File: src/rtl/bram_rd_pkg.sv
// bram_rd_pkg: shared state type and default widths for the port-B stream reader.
package bram_rd_pkg;
   localparam int ADDR_W_DEF = 12;
   localparam int DATA_W_DEF = 4;
   localparam int LEN_W_DEF  = ADDR_W_DEF + 1;
   typedef enum logic [1:0] {IDLE, RUN, FLUSH} state_e;
endpackage

File: src/rtl/bram_rd_fifo.sv
// bram_rd_fifo: small synchronous FIFO with clear; simultaneous push and pop allowed when full.
module bram_rd_fifo #(
   parameter  int DEPTH = 2,
   parameter  int WIDTH = 5,
   localparam int PW    = (DEPTH > 1) ? $clog2(DEPTH) : 1,
   localparam int CW    = $clog2(DEPTH + 1)
) (
   input  logic             clk_i,
   input  logic             rst_n_i,
   input  logic             push_i,
   input  logic             pop_i,
   input  logic             clear_i,
   input  logic [WIDTH-1:0] din_i,
   output logic [CW-1:0]    count_o,
   output logic [WIDTH-1:0] head_o
);
   logic [WIDTH-1:0] mem_q [DEPTH];
   logic [PW-1:0]    rd_q, wr_q;
   logic [CW-1:0]    cnt_q;
   logic             do_push, do_pop;

   function automatic logic [PW-1:0] nxt(input logic [PW-1:0] p);
      return (p == PW'(DEPTH - 1)) ? '0 : p + PW'(1);
   endfunction

   assign do_pop  = pop_i && (cnt_q != '0);
   assign do_push = push_i && ((cnt_q != CW'(DEPTH)) || do_pop);

   always_ff @(posedge clk_i) begin
      if (!rst_n_i || clear_i) begin
         rd_q  <= '0;
         wr_q  <= '0;
         cnt_q <= '0;
      end else begin
         if (do_push) begin
            mem_q[wr_q] <= din_i;
            wr_q        <= nxt(wr_q);
         end
         if (do_pop) rd_q <= nxt(rd_q);
         cnt_q <= cnt_q + CW'(do_push) - CW'(do_pop);
      end
   end

   assign count_o = cnt_q;
   assign head_o  = mem_q[rd_q];
endmodule

File: src/rtl/bram_s4_stream_reader.sv
// bram_s4_stream_reader: issues sequential port-B nibble reads for a (base, length)
// command and streams the data out on valid/ready, hiding the RAM's 1-cycle latency.
module bram_s4_stream_reader
   import bram_rd_pkg::*;
#(
   parameter int ADDR_W     = ADDR_W_DEF,
   parameter int DATA_W     = DATA_W_DEF,
   parameter int FIFO_DEPTH = 2
) (
   input  logic              clk_i,
   input  logic              rst_n_i,
   input  logic              start_i,
   input  logic [ADDR_W-1:0] base_addr_i,
   input  logic [ADDR_W:0]   len_i,
   input  logic              abort_i,
   output logic              busy_o,
   output logic              done_o,
   output logic [ADDR_W-1:0] addrb_o,
   output logic              enb_o,
   output logic              web_o,
   output logic              ssrb_o,
   input  logic [DATA_W-1:0] dob_i,
   output logic [DATA_W-1:0] dout_o,
   output logic              dvalid_o,
   input  logic              dready_i,
   output logic              dlast_o
);
   localparam int LEN_W = ADDR_W + 1;
   localparam int CW    = $clog2(FIFO_DEPTH + 1);

   state_e            state_q, state_d;
   logic [ADDR_W-1:0] addr_q;
   logic [LEN_W-1:0]  len_q, issued_q, beats_q;
   logic              inflight_q, inflight_last_q, done_q, done_d;
   logic              run, accept, pop, push, clear, issue, last_beat, head_last;
   logic [CW-1:0]     fifo_cnt;
   logic [CW:0]       occ;

   assign run       = (state_q == RUN);
   assign accept    = (state_q == IDLE) && start_i && (len_i != '0);
   assign pop       = dvalid_o && dready_i;
   assign last_beat = pop && (beats_q == len_q - LEN_W'(1));
   // Occupancy counts the read already in flight so every issue has a reserved slot.
   assign occ       = (CW+1)'(fifo_cnt) + (CW+1)'(inflight_q) - (CW+1)'(pop);
   assign issue     = run && !abort_i && (issued_q != len_q) && (occ < (CW+1)'(FIFO_DEPTH));
   assign push      = inflight_q && run && !abort_i;
   assign clear     = run && abort_i;

   always_comb begin
      state_d = state_q;
      done_d  = 1'b0;
      if (state_q == IDLE && start_i) begin
         state_d = (len_i == '0) ? IDLE : RUN;
         done_d  = (len_i == '0);
      end else if (run && abort_i) begin
         state_d = FLUSH;
      end else if (run && last_beat) begin
         state_d = IDLE;
         done_d  = 1'b1;
      end else if (state_q == FLUSH) begin
         state_d = IDLE;
      end
   end

   always_ff @(posedge clk_i) begin
      if (!rst_n_i) begin
         state_q         <= IDLE;
         done_q          <= 1'b0;
         addr_q          <= '0;
         len_q           <= '0;
         issued_q        <= '0;
         beats_q         <= '0;
         inflight_q      <= 1'b0;
         inflight_last_q <= 1'b0;
      end else begin
         state_q         <= state_d;
         done_q          <= done_d;
         inflight_q      <= issue;
         inflight_last_q <= issue && (issued_q == len_q - LEN_W'(1));
         if (accept) begin
            addr_q   <= base_addr_i;
            len_q    <= len_i;
            issued_q <= '0;
            beats_q  <= '0;
         end else begin
            if (issue) begin
               addr_q   <= addr_q + ADDR_W'(1);
               issued_q <= issued_q + LEN_W'(1);
            end
            if (pop) beats_q <= beats_q + LEN_W'(1);
         end
      end
   end

   bram_rd_fifo #(.DEPTH(FIFO_DEPTH), .WIDTH(DATA_W + 1)) u_fifo (
      .clk_i   (clk_i),
      .rst_n_i (rst_n_i),
      .push_i  (push),
      .pop_i   (pop),
      .clear_i (clear),
      .din_i   ({inflight_last_q, dob_i}),
      .count_o (fifo_cnt),
      .head_o  ({head_last, dout_o})
   );

   assign busy_o   = run;
   assign done_o   = done_q;
   assign addrb_o  = addr_q;
   assign enb_o    = issue;
   assign web_o    = 1'b0;
   assign ssrb_o   = 1'b0;
   assign dvalid_o = (fifo_cnt != '0);
   assign dlast_o  = dvalid_o && head_last;
endmodule

File: config.mk
export PLATFORM = sky130hd
export DESIGN_NAME = bram_s4_stream_reader
export DESIGN_NICKNAME = d
export VERILOG_FILES = /design/src/rtl/bram_rd_pkg.sv /design/src/rtl/bram_rd_fifo.sv /design/src/rtl/bram_s4_stream_reader.sv
export SDC_FILE = /design/constraint.sdc
export NUM_CORES = 1
export LEC_CHECK = 0
export BUFFER_PORTS_ARGS = -buffer_cell sky130_fd_sc_hd__buf_2
export CORE_MARGIN = 5
export CORE_UTILIZATION = 28
export DETAILED_ROUTE_END_ITERATION = 8
export GPL_ROUTABILITY_DRIVEN = 0
export GPL_TIMING_DRIVEN = 0
export HOLD_SLACK_MARGIN = 0.05
export PLACE_DENSITY = 0.49
export SLEW_MARGIN = 20
export SYNTH_ARGS = -nofsm -noshare
export SYNTH_HDL_FRONTEND = slang
export SYNTH_SLANG_ARGS = --single-unit
File: constraint.sdc
create_clock -name clk_i -period 4.6 [get_ports clk_i]
set_clock_uncertainty 0.2 [all_clocks]
set_input_delay 0.92 -clock clk_i [delete_from_list [all_inputs] [get_ports clk_i]]
set_output_delay 0.92 -clock clk_i [all_outputs]
set_load 0.02 [all_outputs]
After elaboration in Yosys (flattened, before gate mapping)
Memories as Yosys holds them, arrays and structs flattened. A register that Yosys moved wholly into a read port is not among the register bits.
Cells that the tools add are included.
Widths: inputs -> output; s select.
- word-level logic and storage cells: 73
- RAM bits: 10
- register bits after elaboration: 60
- output and inout bits: 23
- memories kept: 1
- memories (name ; depth ; bits a word ; rd ports ; clocked after memory_dff ; wr ports ; RTL line ; RTL):
    u_fifo.mem_q ; 2 ; 5 ; 1 ; 1 ; 1 ; bram_rd_fifo.sv:17 ; logic [WIDTH-1:0] mem_q [DEPTH];
- muxes and demuxes: 17
- equal/unequal tests: 6
- $add $sub $neg: 10
- reductions and logical operators: 26
- order comparisons: 1
- bitwise logic cells: 1
- operator list (kind ; number):
    $add 13x1->13 const B ; 2
    $eq 13x13->1 ; 2
    $mux 12 ; 2
    $logic_and 1x1->1 ; 15
    $logic_not 13->1 ; 1
    $ne 13x13->1 ; 1
    $reduce_bool 13->1 ; 1
    $sub 13x1->13 const B ; 1
    $add 12x1->12 const B ; 1
    $mux 1 ; 11
    $mux 2 ; 4
    $reduce_bool 2->1 ; 2
    $reduce_bool 4->1 ; 1
    $add 2x1->3 ; 1
    $lt 3x2->1 const B ; 1
    $sub 3x1->3 ; 1
    $add 1x1->1 const B ; 2
    $add 2x1->2 ; 1
    $eq 2x1->1 const B ; 1
    $eq 2x2->1 const B ; 1
    $logic_not 1->1 ; 2
    $logic_not 2->1 ; 1
    $logic_or 1x1->1 ; 2
    $ne 2x2->1 const B ; 1
    other kinds (3) ; 3

Depth between registers and ports, before layout
Gate-level depths: netlist of run 1.
- depth after elaboration: 8
- gate-level depth with buffers: 13

Modules after synthesis
Synthesis of run 1 repeated with hierarchy kept, for this count alone.
- cells, all modules: 458
- area, all modules: 4008.8 µm²
- by module, submodules not included (module ; cells an instance ; times used ; area each (µm²)):
    bram_s4_stream_reader ; 415 ; 1 ; 3394.5
    bram_rd_fifo ; 43 ; 1 ; 614.3

Worst setup path after synthesis of run 1
Ideal clock, no wire load.
- kind: input -> output
- start: input port dready_i
- end: output port enb_o
- slack: 0.547 ns
- data arrival time: 2.933 ns
- cell stages on the path: 10
- path through: o21a_1 > clkbuf_1 > ha_1 > inv_1 > nand2_1 > fa_1 > xnor2_1 > and3_1 > o21a_1 > buf_1
- cells in the longest elaborated chain, start to end: 4
- RTL lines (item ; RTL line ; RTL):
    start: declaration ; bram_s4_stream_reader.sv:25 ; input logic dready_i,
    $logic_and 1x1->1 ; bram_s4_stream_reader.sv:41 ; assign pop = dvalid_o && dready_i;
    via pop ; bram_s4_stream_reader.sv:35 ; logic run, accept, pop, push, clear, issue, last_beat, head_last;
    $sub 3x1->3 ; bram_s4_stream_reader.sv:44 ; assign occ = (CW+1)'(fifo_cnt) + (CW+1)'(inflight_q) - (CW+1)'(pop);
    $lt 3x2->1 ; bram_s4_stream_reader.sv:45 ; assign issue = run && !abort_i && (issued_q != len_q) && (occ < (CW+1)'(FIFO_DEPTH));
    $logic_and 1x1->1 ; bram_s4_stream_reader.sv:45 ;
    end: declaration ; bram_s4_stream_reader.sv:19 ; output logic enb_o,
The timed path passes the listed nets, and every way through them passes these cells.

Worst setup path after layout of run 1
- start: input port dready_i
- end: output port enb_o
- cells in the longest elaborated chain, start to end: 4
- RTL lines (item ; RTL line):
    $logic_and 1x1->1 ; bram_s4_stream_reader.sv:41
    $sub 3x1->3 ; bram_s4_stream_reader.sv:44
    $lt 3x2->1 ; bram_s4_stream_reader.sv:45
    $logic_and 1x1->1 ; bram_s4_stream_reader.sv:45
Every way passes these cells.

==> results of run 1 <==
## flip-flops by register name (all words and copies together) (netlist names), named ones only
signal           cells
u_fifo.count_o       2
u_fifo.rd_q          1
inflight_last_q      1
done_o               1
beats_q             13
issued_q            13
len_q               13
inflight_q           1
u_fifo.wr_q          1
state_q              2
u_fifo.mem_q        10
addrb_o             12
## worst max-delay path, cell delays in order
cell     delay [ps]
buf_2            90
o21a_1          320
ha_1            290
inv_1            80
nand2_1          60
fa_1            390
xnor2_1         140
and3_1          220
o21a_1          230
buf_2           300
buf_2           230
## metrics by stage
step	cells	area, µm²	hold slack [ps]	total power [W]	utilization, %
floorplan	437	3850	204	0.000866	-
global placement	667	4340	222	0.000944	32.5
detailed placement	667	4340	217	0.000948	32.5
CTS	683	4640	231	0.00164	34.8
global route	682	4640	240	0.00170	34.7
finish	682	4640	228	0.00162	34.7
## synth_stat cells, types with 2 or more instances
cell,number,area [µm²]
a21oi_1,15,75.1
and4_1,2,17.5
o211a_1,3,30.0
and3_1,18,113
clkbuf_1,19,71.3
ha_1,7,87.6
nor3b_1,2,15.0
xor2_1,38,333
nor4_1,4,25.0
inv_1,11,41.3
o21ai_0,15,75.1
nor2b_1,3,18.8
mux2_2,4,45.0
dfxtp_1,61,1220
nor3_1,7,35.0
and2_1,4,25.0
o21a_1,3,22.5
mux2i_1,6,60.1
xnor2_1,37,324
nor4_2,2,25.0
buf_6,2,22.5
nand4_1,15,93.8
buf_4,2,15.0
o31ai_1,2,15.0
edfxtp_1,10,300
or3_1,8,50.1
nor2_1,41,154
nand2_1,47,176
nand3_1,13,65.1
a21boi_0,12,90.1
a22oi_1,2,15.0
## final cells by class
| cell class | instances | area share [%] |
|---|---|---|
| Inverter | 11 | 0.890 |
| Clock inverter | 7 | 1.54 |
| Clock buffer | 9 | 4.86 |
| Multi-Input combinational cell | 329 | 46.7 |
| Sequential cell | 71 | 32.8 |
| Tap cell | 176 | 4.75 |
| Timing Repair Buffer | 54 | 5.83 |
| Buffer | 25 | 2.59 |
## layer usage
layer	up-vias	wire length, µm	global-route usage (%)
li1	1639	-	-
met1	1520	5000	17.6
met2	56	4610	20.4
met3	9	312	2.17
met4	0	114	5.11
met5	-	0	0
## worst min path at each step
stage / endpoint / depth (start not counted) / startpoint
3_3_place_gp: u_fifo.mem_q[0][4] / 0 / inflight_last_q
3_5_place_dp: u_fifo.mem_q[1][4] / 0 / inflight_last_q
4_1_cts: u_fifo.mem_q[1][4] / 0 / inflight_last_q
2_1_floorplan: u_fifo.mem_q[0][4] / 0 / inflight_last_q
6_report: u_fifo.mem_q[0][4] / 0 / inflight_last_q
5_1_grt: u_fifo.mem_q[1][4] / 0 / inflight_last_q
## power by group through the flow
| stage | Clock [W] | Sequential, W | Combinational [W] |
|---|---|---|---|
| final | 0.000689 | 0.000673 | 0.000261 |
| after global routing | 0.000736 | 0.000676 | 0.000290 |
| after CTS | 0.000707 | 0.000673 | 0.000263 |
| after detailed placement | 0 | 0.000687 | 0.000261 |
| after global placement | 0 | 0.000686 | 0.000258 |
| after floorplan | 0 | 0.000692 | 0.000174 |
## repair_timing
action / CTS / global route
setup endpoints to repair: 1 / 1
gates resized for setup: 1 / 0
pin swaps: 0 / 0
## kinds of logic (layout without fill, tap and decap cells)
kind of cell / after synthesis / in the layout / synth area share (%)
XOR/XNOR: 76 / 76 / 17.7
AND/OR/NAND/NOR: 172 / 172 / 22.7
AO/OA/AOI/OAI: 61 / 61 / 10.2
adder cells (fa/ha/maj): 8 / 8 / 2.80
other: 1 / 2 / 0.0974
flip-flops: 71 / 71 / 39.5
multiplexers: 10 / 10 / 2.73
buffers and inverters: 37 / 106 / 4.26
==> out/metrics.cfg, run 1 <==
[run_status]
status=complete, no violations

[worst_setup_path]
cp-end-kind=output pin
r2r_end=issued_q[5]
arrival_ps=3280
cp-startpoint=dready_i
regToRegSetupSlack_ps=1170
worstSetupPathType=input port to output pin
worstPathMaxFanout=10
ff2ff_path_depth=11
timing.rr.start=u_fifo.count_o[1]
endpoint=enb_o
startpoint_type=input port
crit_required_ps=3480

[layout]
seqCellArea_mm2=0.00152
antenna_cells=0
mostFrequentLayoutCells=dfxtp_1, buf_2, nand2_1
area_growth_pct=20.5
drive_above_1_share_pct=17.2
num-fill-cells=1440
nNetsFinal=543
layout_commonest_cell=dfxtp_1
multi_input_area_mm2=0.00217

[cts]
postCtsSetupBuffers=0
clock_latency_ps=340
hold_buffers=0
cts.sinks=71
cts-root-buf=clkbuf_16
cts_tree=done
numCtsBuffers=9
clk_pin_slew_ps=60
h-tree-depth=3
clockBufferDepth=2

[die]
die_h_um=127
die_area_mm2=0.0162
ios=57
fp-row-count=42
start_util_pct=28.8
core-area_mm2=0.0133
die_x_um=127

[sta]
rsz0062_at_grt=no
tightest_slew_ps=616
fin_setup_tns_ps=0
slew_viol_final=0
fin_crit_sh_pct=95.6
hold_violations=0
layout_setup_ws_ps=203
finalSetupViolCount=0
timing.fmax_mhz=227
fin_crit_ps=4400
slew_headroom_pct=58.9

[drt]
routed_wl_mm=10.0
num_vias=3224
first_iter_violations=150
antenna_left=0
dr.pass1.iters=4
routed_via_density=4.73
post-route-drc-count=0
wl_per_cell_um=14.7

[logic_synthesis]
ys_ff_latch=71
ys_seq_area_share_pct=39.5
async_flop_share_pct=0
synth_cell_type_count=52
synth_area_mm2=0.00385
syn_area_per_cell_um2=8.83
ys_warn_count=0
ys.flop_type=dfxtp_1
syn_inst=436
synth_edf_count=10

[pwr]
clkPwrFrac_pct=42.5
cellPowerDensity_mw_per_mm2=350
comb_power_share_pct=16.1
p_int_w=0.00118
power_switching_w=0.000447
peakVddDrop_uv=126
switching_share_pct=27.5
p_seq_share_pct=41.5
p_leak_nw=1.90

[global_route]
grtUsageTotal_pct=12.9
antenna_found_initial=0
grt_max_degree=14
grt_pass1_vias=3238
grt.overflow.total=0
grt_pass1_wl_mm=16.6

[placement]
dpl_worst_slack_ps=-227
io_buffers=54
dp_hpwl_mm=7.85

[min_path]
hp-class=flip-flop to flip-flop

[run]
maxCapViolations=0

Power figures use the tool's default switching activity.
==> run 2: changes to the inputs <==
==> constraint.sdc (replaced) <==
create_clock -name clk_i -period 4.54 [get_ports clk_i]
set_clock_uncertainty 0.2 [all_clocks]
set_input_delay 0.227 -clock clk_i [delete_from_list [all_inputs] [get_ports clk_i]]
set_output_delay 0.227 -clock clk_i [all_outputs]
set_load 0.02 [all_outputs]
==> run 2 against run 1 <==
Compared with the run above:
- sequential share of layout area is 2.1 points lower
- total power up 2.5%
- setup slack improved by 430 ps
- largest cell class unchanged
- critical path depth is the same
- utilization rose by 2.3 points
- flip-flop and latch count stayed put
==> out/metrics.cfg, run 2 (synthesis gave the netlist of run 1 again) <==
[run_status]
status=complete, no violations

[drt]
wl_per_cell_um=14.5  ; -1.6%
routed_wl_mm=10.3  ; +3.0%
antenna_left=0  ; unchanged
dr.pass1.iters=5  ; +1
first_iter_violations=165  ; +10%
post-route-drc-count=0  ; unchanged
routed_via_density=4.67  ; -1.2%
num_vias=3336  ; +3.5%

[layout]
fin_util_pct=37.1  ; +2.3 points
layout_commonest_cell=dfxtp_1
nNetsFinal=575  ; +5.9%
drive_above_1_share_pct=16.0  ; -1.2 points
largestRegisters=beats_q (13), issued_q (13), len_q (13)
multi_input_area_mm2=0.00217  ; unchanged
final_cells=714  ; +4.7%
antenna_cells=0  ; unchanged
mostFrequentLayoutCells=dfxtp_1, buf_2, nand2_1
final_area_mm2=0.00495  ; +6.7%
seqCellArea_mm2=0.00152  ; unchanged
area_growth_pct=28.6
num-fill-cells=1408  ; -2.2%

[die]
start_util_pct=28.8  ; unchanged
die_x_um=127  ; unchanged
die_h_um=127  ; unchanged
core-area_mm2=0.0133  ; unchanged
fp-row-count=42  ; unchanged
ios=57  ; unchanged
die_area_mm2=0.0162  ; unchanged

[cts]
cts.sinks=71  ; unchanged
clockBufferDepth=2  ; unchanged
clock_latency_ps=340  ; about the same
hold_buffers=31  ; +31
postCtsSetupBuffers=0  ; unchanged
cts_tree=done
clk_pin_slew_ps=60  ; about the same
ctsResizeCount=0  ; -1
cts-root-buf=clkbuf_16
h-tree-depth=3  ; unchanged
numCtsBuffers=9  ; unchanged

[sta]
slew_headroom_pct=58.7  ; -0.23 points
timing.fmax_mhz=256
hold_violations=0  ; unchanged
tightest_slew_ps=620  ; +3.46 ps
fin_setup_tns_ps=0  ; unchanged
slew_viol_final=0  ; unchanged
rsz0062_at_grt=no
finalSetupViolCount=0  ; unchanged
fin_crit_ps=3900
fin_crit_sh_pct=86.0

[pwr]
power_w=0.00166  ; +2.5%
cellPowerDensity_mw_per_mm2=336  ; -3.9%
p_leak_nw=2.03  ; +6.6%
peakVddDrop_uv=129  ; +2.9%

[worst_setup_path]
worstSetupPathType=flip-flop to output pin
cp-end-kind=output pin
ff2ff_path_depth=13  ; +2
startpoint_type=flip-flop
worstPathMaxFanout=10  ; unchanged
crit_required_ps=4110  ; +630 ps
arrival_ps=3480  ; +200 ps

[placement]
placement.cell_area_mm2=0.00434  ; unchanged
dp_hpwl_mm=7.85  ; unchanged
io_buffers=54  ; unchanged
dp_cells=667  ; unchanged

[global_route]
grt_max_degree=14  ; unchanged
antenna_found_initial=0  ; unchanged
grt_pass1_wl_mm=17.0  ; +2.9%
grt.overflow.total=0  ; unchanged
grtUsageTotal_pct=13.3  ; +0.39 points
grt_pass1_vias=3372  ; +4.1%

[run]
maxCapViolations=0  ; unchanged

[min_path]
holdPathStages=4  ; +4
hp-class=input port to flip-flop

==> run 2: critical path: stages, from the launching register on <==
cell	delay, ps
dfxtp_1	420
o21a_1	160
clkbuf_1	330
ha_1	300
inv_1	80
nand2_1	60
fa_1	390
xnor2_1	140
and3_1	220
o21a_1	230
buf_1	510
buf_2	280
==> run 2: metal layers <==
metal / track usage, % / vias to the layer above / part of all wire (%)
met3: 2.09 / 10 / 2.7
met4: 5.68 / 0 / 1.3
met1: 17.5 / 1568 / 49
li1: - / 1700 / -
met5: 0 / - / 0
met2: 21.6 / 58 / 47
==> run 2: path summary, 6_finish.rpt <==
check,slack [ps],endpoint,from
worst min-delay path,180,len_q[0],start_i
worst min register to register,230,u_fifo.mem_q[0][4],inflight_last_q
worst max register to register,930,issued_q[12],u_fifo.count_o[1]
worst max-delay path,640,enb_o,u_fifo.count_o[1]
==> run 2: where the power goes <==
part           switching [W]  internal (W)
logic               0.000160      0.000126
registers          0.0000240      0.000658
clock network       0.000272      0.000426
==> run 2: cell type report <==
| class | instances | share of cell area, % |
|---|---|---|
| Timing Repair Buffer | 85 | 11.7 |
| Tap cell | 176 | 4.45 |
| Multi-Input combinational cell | 329 | 43.8 |
| Sequential cell | 71 | 30.7 |
| Clock buffer | 9 | 4.55 |
| Clock inverter | 7 | 1.44 |
| Buffer | 26 | 2.48 |
| Inverter | 11 | 0.834 |
==> run 2: metrics by stage <==
step | setup slack, ps | hold WS [ps]
floorplan | 1400 | 126
global placement | 997 | 215
detailed placement | 894 | 217
CTS | 580 | 169
global route | 347 | 209
finish | 637 | 177
==> run 3: changes to the inputs <==
==> constraint.sdc (replaced) <==
create_clock -name clk_i -period 4.54 [get_ports clk_i]
set_clock_uncertainty 0.2 [all_clocks]
set_input_delay 0 -clock clk_i [delete_from_list [all_inputs] [get_ports clk_i]]
set_output_delay 0 -clock clk_i [all_outputs]
set_load 0.02 [all_outputs]
==> run 3 against run 2 <==
Compared with the run above:
- count of clock-buffer cells in the layout is the same
- flip-flop and latch count is the same
- register-to-register slack lost 380 ps
- die area is the same
- via count grew 1.5%
- hold slack gained 14 ps
- wire length grew 1.1%
- sequential power is essentially flat
- global-route usage grew 0.19 points
- critical path depth grew 3
- setup slack lost 87 ps
- critical path type is now flip-flop to flip-flop
- highest routed layer unchanged
==> out/metrics.cfg, run 3 (synthesis gave the netlist of run 1 again) <==
[global_route]
grtUsageTotal_pct=13.5  ; +0.19 points
grt_max_degree=14  ; unchanged
grt_pass1_wl_mm=17.3  ; +1.6%
antenna_found_initial=0  ; unchanged
grt_pass1_vias=3448  ; +2.3%
grt.overflow.total=0  ; unchanged

[sta]
tightest_slew_ps=656  ; +36.6 ps
fin_crit_ps=3990  ; +87.5 ps
finalSetupViolCount=0  ; unchanged
fin_setup_tns_ps=0  ; unchanged
fin_crit_sh_pct=87.9  ; +1.9 points
rsz0062_at_grt=no
layout_setup_ws_ps=549  ; -87.5 ps
timing.fmax_mhz=251  ; -2.2%
slew_viol_final=0  ; unchanged
slew_headroom_pct=56.2  ; -2.4 points
hold_violations=0  ; unchanged

[layout]
drive_above_1_share_pct=15.6  ; -0.38 points
area_growth_pct=32.0
layout_commonest_cell=dfxtp_1
num-fill-cells=1397  ; -0.78%
antenna_cells=0  ; unchanged
largestRegisters=beats_q (13), issued_q (13), len_q (13)
nNetsFinal=588  ; +2.3%
mostFrequentLayoutCells=dfxtp_1, buf_2, nand2_1

[drt]
antenna_left=0  ; unchanged
routed_wl_mm=10.4  ; +1.1%
wl_per_cell_um=14.4  ; -0.73%
routed_via_density=4.66  ; -0.35%
post-route-drc-count=0  ; unchanged
num_vias=3385  ; +1.5%
first_iter_violations=162  ; -1.8%
dr.pass1.iters=4  ; -1

[die]
ios=57  ; unchanged
die_h_um=127  ; unchanged
fp-row-count=42  ; unchanged
die_x_um=127  ; unchanged
die_area_mm2=0.0162  ; unchanged
core-area_mm2=0.0133  ; unchanged
start_util_pct=28.8  ; unchanged

[worst_setup_path]
crit_path_max_incr_delay_ps=570  ; +60 ps
regToRegSetupSlack_ps=550  ; -380 ps
worstSetupPathType=flip-flop to flip-flop
timing.rr.start=u_fifo.count_o[1]
ff2ff_path_depth=14  ; +1
arrival_ps=4070  ; +590 ps
cp-end-kind=flip-flop
crit_chain=o21a_1 -> clkbuf_1 -> ha_1 -> inv_1 -> nand2_1 -> fa_1 -> xnor2_1 -> and3_1 -> o21a_1 -> clkbuf_1 -> nand2_1 -> xor2_1 -> a211oi_1 -> dlygate4sd3_1
worstPathMaxFanout=10  ; unchanged
cp_slowest_cell=dlygate4sd3_1
r2r_end=addrb_o[2]
startpoint_type=flip-flop
crit_required_ps=4620  ; +510 ps

[cts]
clock_latency_ps=340  ; about the same
numCtsBuffers=9  ; unchanged
clockBufferDepth=2  ; unchanged
cts-root-buf=clkbuf_16
cts.sinks=71  ; unchanged
h-tree-depth=3  ; unchanged
postCtsSetupBuffers=0  ; unchanged
clk_pin_slew_ps=60  ; about the same
cts_tree=done

[pwr]
cellPowerDensity_mw_per_mm2=330  ; -1.9%
p_leak_nw=2.10  ; +3.2%
peakVddDrop_uv=137  ; +6.2%

[placement]
dpl_worst_slack_ps=894  ; unchanged
io_buffers=54  ; unchanged
dp_hpwl_mm=7.85  ; unchanged

[min_path]
hp-class=input port to flip-flop
min-delay-start=dob_i[1]
holdPathStages=2  ; -2
whs_endpoint=u_fifo.mem_q[0][1]

[run]
maxCapViolations=0  ; unchanged

[run_status]
status=complete, no violations

==> run 3: worst max path at each step <==
stage                       from           end
2_1_floorplan  u_fifo.count_o[1]  issued_q[10]
3_3_place_gp   u_fifo.count_o[1]   issued_q[8]
6_report       u_fifo.count_o[1]    addrb_o[2]
4_1_cts        u_fifo.count_o[1]    addrb_o[2]
3_5_place_dp   u_fifo.count_o[1]  issued_q[12]
5_1_grt        u_fifo.count_o[1]    addrb_o[2]
==> run 3: metrics by stage <==
stage / power, W / hold WS [ps] / util, % / std cells / instance area, µm²
CTS: 0.00169 / 175 / 38.1 / 727 / 5080
global placement: 0.000956 / -12.1 / 32.5 / 667 / 4340
finish: 0.00168 / 191 / 38.1 / 727 / 5080
detailed placement: 0.000961 / -3.54 / 32.5 / 667 / 4340
floorplan: 0.000878 / -101 / - / 437 / 3850
global route: 0.00176 / 197 / 38.1 / 727 / 5080
==> run 3: repair_timing <==
item,4_1_cts,5_1_grt
resized for setup,0,0
endpoints found under the hold margin,43,0
hold buffers,44,0
==> run 3: power by group <==
| part | internal, W | leakage [nW] | switching, W | total (W) |
|---|---|---|---|---|
| registers | 0.000658 | 0.592 | 0.0000241 | 0.000682 |
| logic | 0.000134 | 1.35 | 0.000162 | 0.000296 |
| clock network | 0.000426 | 0.150 | 0.000273 | 0.000698 |
==> run 3: metal layers <==
| layer | share of wire [%] | routed length [µm] | track usage (%) |
|---|---|---|---|
| met5 | 0 | 0 | 0 |
| met4 | 2.2 | 229 | 5.68 |
| met3 | 2.7 | 282 | 2.09 |
| met2 | 46 | 4830 | 22.0 |
| met1 | 49 | 5100 | 17.7 |
==> run 3: cell type report <==
cell class	count	area, µm²	area share [%]
Inverter	11	41.3	0.813
Buffer	26	123	2.41
Multi-Input combinational cell	329	2170	42.7
Sequential cell	71	1520	30.0
Tap cell	176	220	4.33
Clock inverter	7	71.3	1.40
Timing Repair Buffer	98	711	14.0
Clock buffer	9	225	4.43
==> run 3: worst max-delay path: cells and delay by family (launching register included) <==
kind,cells,cell delay (ps)
and+or+nand+nor,3,400
xor gates and xnor gates,2,290
DFF,1,420
adders and majority gates,2,690
buffers and inverters,4,1320
AOI/OAI and AO/OA,3,610
